## config.mk

```make
export PLATFORM = sky130hd
export DESIGN_NAME = fetch_unit
export DESIGN_NICKNAME = d
export VERILOG_FILES = /design/src/rtl/fetch_unit.sv
export SDC_FILE = /design/constraint.sdc
export NUM_CORES = 1
export LEC_CHECK = 0
export BUFFER_PORTS_ARGS = -buffer_cell sky130_fd_sc_hd__buf_2
export CORE_MARGIN = 2
export CORE_UTILIZATION = 35
export DETAILED_ROUTE_END_ITERATION = 10
export PLACE_DENSITY = 0.71
export REMOVE_ABC_BUFFERS = 1
export SLEW_MARGIN = 10
export SYNTH_ARGS = -nofsm -noshare
export SYNTH_HDL_FRONTEND = slang
export SYNTH_SLANG_ARGS = --single-unit
```

## constraint.sdc

```tcl
create_clock -name clk -period 7.8 [get_ports clk]
set_input_delay 0.78 -clock clk [delete_from_list [all_inputs] [get_ports clk]]
set_output_delay 0.78 -clock clk [all_outputs]
set_load 0.02 [all_outputs]
```

## src/rtl/fetch_unit.sv

```systemverilog
// fetch_unit: RV32I instruction fetch stage.
//
// Holds the PC, fetches one instruction word per retire from a word-addressed
// instruction memory, presents the registered instruction plus its decoded
// fields, and computes the next PC when downstream retires the instruction.
//
// Handshakes:
//   imem_req/imem_ready : a fetch completes on any rising edge where
//                         imem_req && imem_ready; imem_addr is held stable
//                         while imem_req is high, and imem_rdata is sampled
//                         only on that completing edge.
//   instr_valid/instr_ready : the instruction retires on any rising edge
//                         where instr_valid && instr_ready; pc_src,
//                         target_sel, imm and rs1_data are sampled only then.
//
// Ports:
//   clk, rst              clock, synchronous active-high reset
//   imem_req/addr/ready/rdata   instruction memory interface
//   instr_valid/instr_ready     handshake with decode/control
//   pc_src, target_sel, imm, rs1_data  next-PC decision from retire
//   pc, pc_plus4, instr, opcode, funct3, funct7, rd, rs1, rs2  fetch outputs
//   fault, fault_pc       sticky misaligned-target flag and offending address
//   retire_count          count of accepted instructions (wraps)
//   dbg_state             current FSM state (IDLE=0, FETCH=1, HOLD=2, FAULT=3)
module fetch_unit #(
    parameter logic [31:0] RESET_PC = 32'h0000_0000
) (
    input  logic        clk,
    input  logic        rst,
    output logic        imem_req,
    output logic [31:0] imem_addr,
    input  logic        imem_ready,
    input  logic [31:0] imem_rdata,
    output logic        instr_valid,
    input  logic        instr_ready,
    input  logic        pc_src,
    input  logic [1:0]  target_sel,
    input  logic [31:0] imm,
    input  logic [31:0] rs1_data,
    output logic [31:0] pc,
    output logic [31:0] pc_plus4,
    output logic [31:0] instr,
    output logic [6:0]  opcode,
    output logic [2:0]  funct3,
    output logic [6:0]  funct7,
    output logic [4:0]  rd,
    output logic [4:0]  rs1,
    output logic [4:0]  rs2,
    output logic        fault,
    output logic [31:0] fault_pc,
    output logic [31:0] retire_count,
    output logic [1:0]  dbg_state
);

    typedef enum logic [1:0] {
        S_IDLE  = 2'd0,
        S_FETCH = 2'd1,
        S_HOLD  = 2'd2,
        S_FAULT = 2'd3
    } state_t;

    localparam logic [31:0] NOP = 32'h0000_0013;

    state_t      r_state;
    state_t      w_next_state;
    logic [31:0] r_pc;
    logic [31:0] r_instr;
    logic        r_fault;
    logic [31:0] r_fault_pc;
    logic [31:0] r_retire_count;

    logic [31:0] w_pc_plus4;
    logic [31:0] w_jalr_sum;
    logic [31:0] w_target;
    logic [31:0] w_next_pc;
    logic        w_fetch_done;
    logic        w_accept;
    logic        w_misaligned;

    // Next-PC arithmetic; all additions are modular 32-bit.
    assign w_pc_plus4 = r_pc + 32'd4;
    assign w_jalr_sum = rs1_data + imm;
    // jalr clears bit 0 before the alignment check, so only bit 1 can fault.
    assign w_target   = (target_sel == 2'b00) ? {w_jalr_sum[31:1], 1'b0}
                                              : (r_pc + imm);
    assign w_next_pc  = pc_src ? w_target : w_pc_plus4;

    assign w_fetch_done = (r_state == S_FETCH) && imem_ready;
    assign w_accept     = (r_state == S_HOLD) && instr_ready;
    assign w_misaligned = (w_next_pc[1:0] != 2'b00);

    always_comb begin
        w_next_state = r_state;
        case (r_state)
            S_IDLE:  w_next_state = S_FETCH;
            S_FETCH: if (imem_ready) w_next_state = S_HOLD;
            S_HOLD:  if (instr_ready) w_next_state = w_misaligned ? S_FAULT : S_FETCH;
            S_FAULT: w_next_state = S_FAULT;
            default: w_next_state = S_IDLE;
        endcase
    end

    always_ff @(posedge clk) begin
        if (rst) begin
            r_state        <= S_IDLE;
            r_pc           <= RESET_PC;
            r_instr        <= NOP;
            r_fault        <= 1'b0;
            r_fault_pc     <= 32'd0;
            r_retire_count <= 32'd0;
        end else begin
            r_state <= w_next_state;
            if (w_fetch_done) begin
                r_instr <= imem_rdata;
            end
            if (w_accept) begin
                r_retire_count <= r_retire_count + 32'd1;
                if (w_misaligned) begin
                    // PC stays on the instruction that produced the bad target.
                    r_fault    <= 1'b1;
                    r_fault_pc <= w_next_pc;
                end else begin
                    r_pc <= w_next_pc;
                end
            end
        end
    end

    assign imem_req     = (r_state == S_FETCH);
    assign imem_addr    = r_pc;
    assign instr_valid  = (r_state == S_HOLD);
    assign pc           = r_pc;
    assign pc_plus4     = w_pc_plus4;
    assign instr        = r_instr;
    // Fields decode the registered word so they stay stable during HOLD.
    assign opcode       = r_instr[6:0];
    assign rd           = r_instr[11:7];
    assign funct3       = r_instr[14:12];
    assign rs1          = r_instr[19:15];
    assign rs2          = r_instr[24:20];
    assign funct7       = r_instr[31:25];
    assign fault        = r_fault;
    assign fault_pc     = r_fault_pc;
    assign retire_count = r_retire_count;
    assign dbg_state    = r_state;

endmodule

```

==> results of run 1 <==
critical path: stages (launching register included):
cell	delay, ps
dfxtp_1	530
and4_1	260
and3_1	350
and3_1	340
and3_1	420
nand3_1	140
xnor2_1	260
buf_2	260
through the flow:
stage	cell area [µm²]	cells	power, µW	utilization [%]
CTS	11900	1936	1950	42.8
finish	11900	1936	1940	42.8
detailed placement	11300	1904	1110	40.6
global placement	11300	1904	1110	40.6
floorplan	9070	1188	961	-
global route	11900	1936	2010	42.8
layout make-up:
type	instances	area, µm²	area share, %
timing repair buffer	338	1710	14.4
clock inverter	14	160	1.35
tap	378	473	3.99
inverter	20	75.1	0.633
clock buffer	18	439	3.70
multi-input combinational	1037	6380	53.8
sequential	131	2620	22.1
sequential cells by signal (all words and copies together) (netlist names):
register	flops
imem_addr	32
fault_pc	32
instr	32
retire_count	32
fault	1
dbg_state	2
cells by family (layout without fill, tap and decap cells):
logic type | Yosys count | after routing | synth area share (%)
AND/OR/NAND/NOR | 512 | 512 | 24.7
XOR/XNOR | 100 | 100 | 8.90
flip-flops | 131 | 131 | 26.6
multiplexers | 4 | 4 | 0.420
buffers and inverters | 151 | 390 | 8.59
AO/OA/AOI/OAI | 356 | 356 | 22.3
adder cells (fa/ha/maj) | 65 | 65 | 8.42
power by group:
group | switching (µW) | total [µW] | internal, µW
clock | 370 | 835 | 465
sequential | 14.9 | 698 | 683
combinational | 260 | 404 | 144
metal layers:
metal  vias up  wire [µm]  track usage, %
li1       5086          -               -
met1      4881      14800            27.9
met2       498      16800            39.1
met3        86       2780            4.58
met4         2       1350            9.91
met5         -          9               0
Yosys cell counts (all sizes together) (3+ instances only):
cell    instances  area share [%]
xor2           48             4.3
nor4            8            0.72
o21a            6            0.46
o311a           3            0.31
a21oi         148             7.6
a31oi          11            0.70
nand4          22             1.4
or2             4            0.25
a211oi         17             1.3
nor3           24             1.2
a22oi           5            0.38
ha             63             8.0
nand2         211             8.0
o41ai           5            0.60
o211ai         20             1.6
xnor2          52             4.6
nand2b          8            0.51
nand3b         21             1.6
mux2i           3            0.31
nor2          107             4.1
a311oi          7            0.62
nor2b           4            0.25
o31ai          11            0.84
or3             9            0.57
and3           22             1.4
nor3b          12            0.92
buf            79             5.7
nand3          37             1.9
dfxtp         131              27
o22ai           9            0.57
and4            9            0.80
inv            20            0.76
o21ai          64             3.3
o21bai          7            0.53
clkbuf         52             2.1
and2            7            0.44
a21o           28             2.1
path summary, 6_finish.rpt:
kind         cells after the start  slack [ps]                          to                       from
max reg2reg                     11        4230  imem_addr[30]$_SDFFE_PP0P_  imem_addr[0]$_SDFFE_PP0P_
min reg2reg                      2         450   fault_pc[24]$_SDFFE_PP0P_  fault_pc[24]$_SDFFE_PP0P_
min                              2         450   fault_pc[24]$_SDFFE_PP0P_  fault_pc[24]$_SDFFE_PP0P_
max                              7        4000                pc_plus4[31]  imem_addr[4]$_SDFFE_PP0P_
==> metrics, run 1 <==
status=complete, no violations; CTS tree=built; Pleak=0.00554 µW; Die X=172 µm; 1st-pass router iterations=5; fin crit share=48.8%; Num CTS Buffers=17; flops & latches, synth=131; number of distinct library cells after synthesis=65; ys flop type=dfxtp_1; # diodes=0; Ys Warns=0; maximum clock path buffer count=2; worst slew pin tran=825 ps; CP endpoint kind=output port; post-route setup slack=4000 ps; Final Hold Viols=0; Syn Area/Cell=7.46 µm²; first-pass GRT wire length=52300 µm; root buffer cell=clkbuf_16; crit path DAT=3020 ps; initial core utilization=35.5%; post-detail-place hpwl=27100 µm; worst-path maximum fanout=9; Area growth, synth to finish=20.5%; setup tns final=0 ps; via density per instance=5.45; grt total ovfl=0; RD Place Congestion=0.964; clock slew seen by the registers of the worst setup and hold paths=70 ps; fin crit period=3800 ps; HP Class=flop to flop; # hold bufs at CTS=0; core area=27700 µm²; critical path type=flop to output port; layout cells sized above 1=25.0%; worst relative slew slack=44.9%; num rows=61; MaxCap Viol Count=0; WL/cell=18.4 µm; via count=10600; RSZ-0062 raised after global routing=false; pre-CTS WS=3740 ps; most common cell after layout, fill and taps aside=buf_2; critical path data required time=7020 ps; async set-reset flop share out of synthesis=0%; Netlist Area Pre-Place=9840 µm²; drt total wl=35700 µm; Max Clock Freq=263 MHz; Post-synth EDFFs=0; total setup buffers inserted after CTS=0; starting DRC count in detailed routing=791; Peak VDD IR=0.000153 V; filler instances=2847; largest net degree at the start of global routing=77; Setup-failing EPs final=0; Die Area=29500 µm²; hold slack=453 ps; DIE HEIGHT=172 µm; I/O pin total=332; register area share after synthesis=26.6%; Power Density=163 nW/µm²; Synth Instances=1319; Nets=1713; post-route ant nets=0; Worst-Skew Late Latency=440 ps; H-tree depth=4; most frequent cells in the layout=buf_2 (330), nand2_1 (211), a21oi_1 (147), dfxtp_1 (131), nor2_1 (104); Total Routing Usage GR=22.9%; port buffer count=331; post_cts resized=0; vias in the first global route=9434; DR DRC count=0; CP Launch Type=flop; Layout Skew=10.8 ps; initial antenna violation count=1; CTS Sinks=131; Slew Limit Fails=0
(Power assumes the default switching activity.)
==> run 2, diff against run 1 <==
--- a/config.mk
+++ b/config.mk
@@ -5,11 +5,12 @@
 export SDC_FILE = /design/constraint.sdc
 export NUM_CORES = 1
 export LEC_CHECK = 0
+export ABC_AREA = 1
 export BUFFER_PORTS_ARGS = -buffer_cell sky130_fd_sc_hd__buf_2
 export CORE_MARGIN = 2
 export CORE_UTILIZATION = 35
 export DETAILED_ROUTE_END_ITERATION = 10
-export PLACE_DENSITY = 0.71
+export PLACE_DENSITY = 0.7
 export REMOVE_ABC_BUFFERS = 1
 export SLEW_MARGIN = 10
 export SYNTH_ARGS = -nofsm -noshare
==> constraint.sdc (replaced) <==
create_clock -name clk -period 3.7 [get_ports clk]
set_input_delay 0.37 -clock clk [delete_from_list [all_inputs] [get_ports clk]]
set_output_delay 0.37 -clock clk [all_outputs]
set_load 0.02 [all_outputs]
==> run 2 against run 1 <==
  * First-iteration DRC count is 18% higher
  * Sequential share of layout area shrank 3.1 points
  * Worst hold slack worse by 280 ps
  * Largest cell class unchanged
  * Largest power group unchanged
==> metrics, run 2 <==
Pleak=0.00805 µW; Worst path top cell family by delay=simple AND/OR/NAND/NOR gates; layout cells sized above 1=18.1%; critical path data required time=3330 ps; Synth top cells by count=nand2_1 (591), inv_1 (336), nor2_1 (222), nand3_1 (144), dfxtp_1 (131); vias in the first global route=11400; largest net degree at the start of global routing=53; I/O pin total=332; critical path type=flop to output port; Post-synth EDFFs=0; CP max stage delay=500 ps; hold slack=169 ps; # hold bufs at CTS=0; post-route setup slack=604 ps; Total Routing Usage GR=22.8%; Die Area=34400 µm²; filler instances=3569; # diodes=0; WL/cell=15.0 µm; DR DRC count=0; Overall Power=4440 µW; WP buf/inv=2; Layout Skew=9.22 ps; Synth Instances=1996; core area=32500 µm²; total setup buffers inserted after CTS=0; Synth top area share=22.8%; Max stage delay cell, worst path=dfxtp_1; CP Launch Type=flop; CTS Sinks=131; Netlist Area Pre-Place=11500 µm²; HP Class=primary input to flop; post-detail-place hpwl=33100 µm; most frequent cells in the layout=nand2_1 (591), inv_1 (336), buf_2 (331), nor2_1 (221), nand3_1 (144); register area share after synthesis=22.8%; first-pass GRT wire length=61000 µm; DIE HEIGHT=185 µm; post_cts resized=0; most common cell after layout, fill and taps aside=nand2_1; via density per instance=4.81; Final Hold Viols=0; setup tns final=0 ps; worst relative slew slack=30.7%; Core Util, Final=42.4%; H-tree depth=4; num rows=66; RD Place Congestion=0.939; async set-reset flop share out of synthesis=0%; Power Density=323 nW/µm²; clock slew seen by the registers of the worst setup and hold paths=60 ps; CTS tree=built; Synth area leaders=dfxtp_1 (23%), nand2_1 (19%), inv_1 (11%); Nets=2415; Area growth, synth to finish=19.6%; flops & latches, synth=131; Ys Warns=0; CP cell instances=nand2_1 -> inv_1 -> nand3_1 -> nor2_2 -> nand4_1 -> nor2_2 -> nand2_1 -> o21ai_0 -> nand2_1 -> buf_2; maximum clock path buffer count=2; fin crit share=83.7%; Die X=185 µm; number of distinct library cells after synthesis=46; Syn Area/Cell=5.77 µm²; grt total ovfl=0; Slew Limit Fails=0; Setup-failing EPs final=0; root buffer cell=clkbuf_16; cell mode on critical path=nand2_1; initial antenna violation count=0; area leader, netlist=dfxtp_1; Multi-input gate area=6950 µm²; drt total wl=40400 µm; starting DRC count in detailed routing=937; post-route ant nets=0; MaxCap Viol Count=0; worst-path maximum fanout=6; RSZ-0062 raised after global routing=false; Num CTS Buffers=17; status=complete, no violations; Peak VDD IR=0.000327 V; Max Clock Freq=323 MHz; fin crit period=3100 ps; worst slew pin tran=1040 ps; ys flop type=dfxtp_1; pre-CTS WS=753 ps; initial core utilization=35.5%; most frequent cell after synthesis=nand2_1; via count=13000; crit path DAT=2730 ps; register area=2620 µm²; 1st-pass router iterations=7; port buffer count=331; CP endpoint kind=output port; Worst-Skew Late Latency=420 ps
[run 2: cell count changes after synthesis, moves of 15 or more]
cell	previous run	this run
o21ai_0	63	115
nor2_1	107	222
a211oi_1	17	2
nand3_1	37	144
a21oi_1	147	115
xor2_1	48	30
a21o_1	27	2
and3_1	22	3
inv_1	20	336
nand2_1	211	591
xnor2_1	52	8
clkbuf_1	51	36
[run 2: cells by family (layout without fill, tap and decap cells)]
kind of cell	Yosys count	in the layout	synth area share [%]
simple gates	1060	1060	38.8
buf+inv	449	713	16.8
compound gates	253	253	11.5
flops	131	131	22.8
fa+ha+maj	65	65	7.19
xor+xnor	38	38	2.89
[run 2: worst paths after layout]
path                             startpoint                        end  slack, ps  depth (start not counted)
hold reg to reg       instr[1]$_SDFFE_PP1P_      instr[1]$_SDFFE_PP1P_        470                          2
setup reg to reg  imem_addr[0]$_SDFFE_PP0P_  fault_pc[30]$_SDFFE_PP0P_        810                         10
hold / removal                imem_rdata[4]      instr[4]$_SDFFE_PP1P_        170                          3
setup / recovery  imem_addr[6]$_SDFFE_PP0P_               pc_plus4[28]        600                         10
[run 2: metal layers]
metal	part of all wire, %	routed length [µm]	vias up	GRT usage, %
li1	-	-	6692	-
met1	46	18500	5740	31.9
met2	45	18000	513	36.7
met3	7.9	3200	54	3.85
met4	1.7	686	0	4.89
met5	0	0	-	0
[run 2: metrics by stage]
step                      cells  instance area [µm²]
after floorplan            1886                10800
after global placement     2670                13100
after detailed placement   2670                13100
after CTS                  2702                13800
after global routing       2702                13800
final                      2702                13800
[run 2: power breakdown]
group / total (µW) / internal (µW) / switching, µW
sequential: 1520 / 1460 / 58.2
clock: 1810 / 1140 / 672
combinational: 1110 / 364 / 751
total: 4440 / 2960 / 1480
[run 2: worst reg2reg max path, cell delays in order, from the launching register on]
cell and delay (ps):
dfxtp_1 350, ha_1 250, fa_1 480, o21ai_0 80
o21ai_1 240, nor2_1 120, inv_1 70, nand2_1 190
inv_2 620, o21ai_0 240, a21oi_1 180
[run 2: final cells by class]
cell class / count / area share [%]
sequential: 131 / 19.0
clock buffer: 17 / 3.09
tap: 442 / 4.02
multi-input combinational: 1416 / 50.5
timing repair buffer: 342 / 12.6
inverter: 339 / 9.24
clock inverter: 15 / 1.48
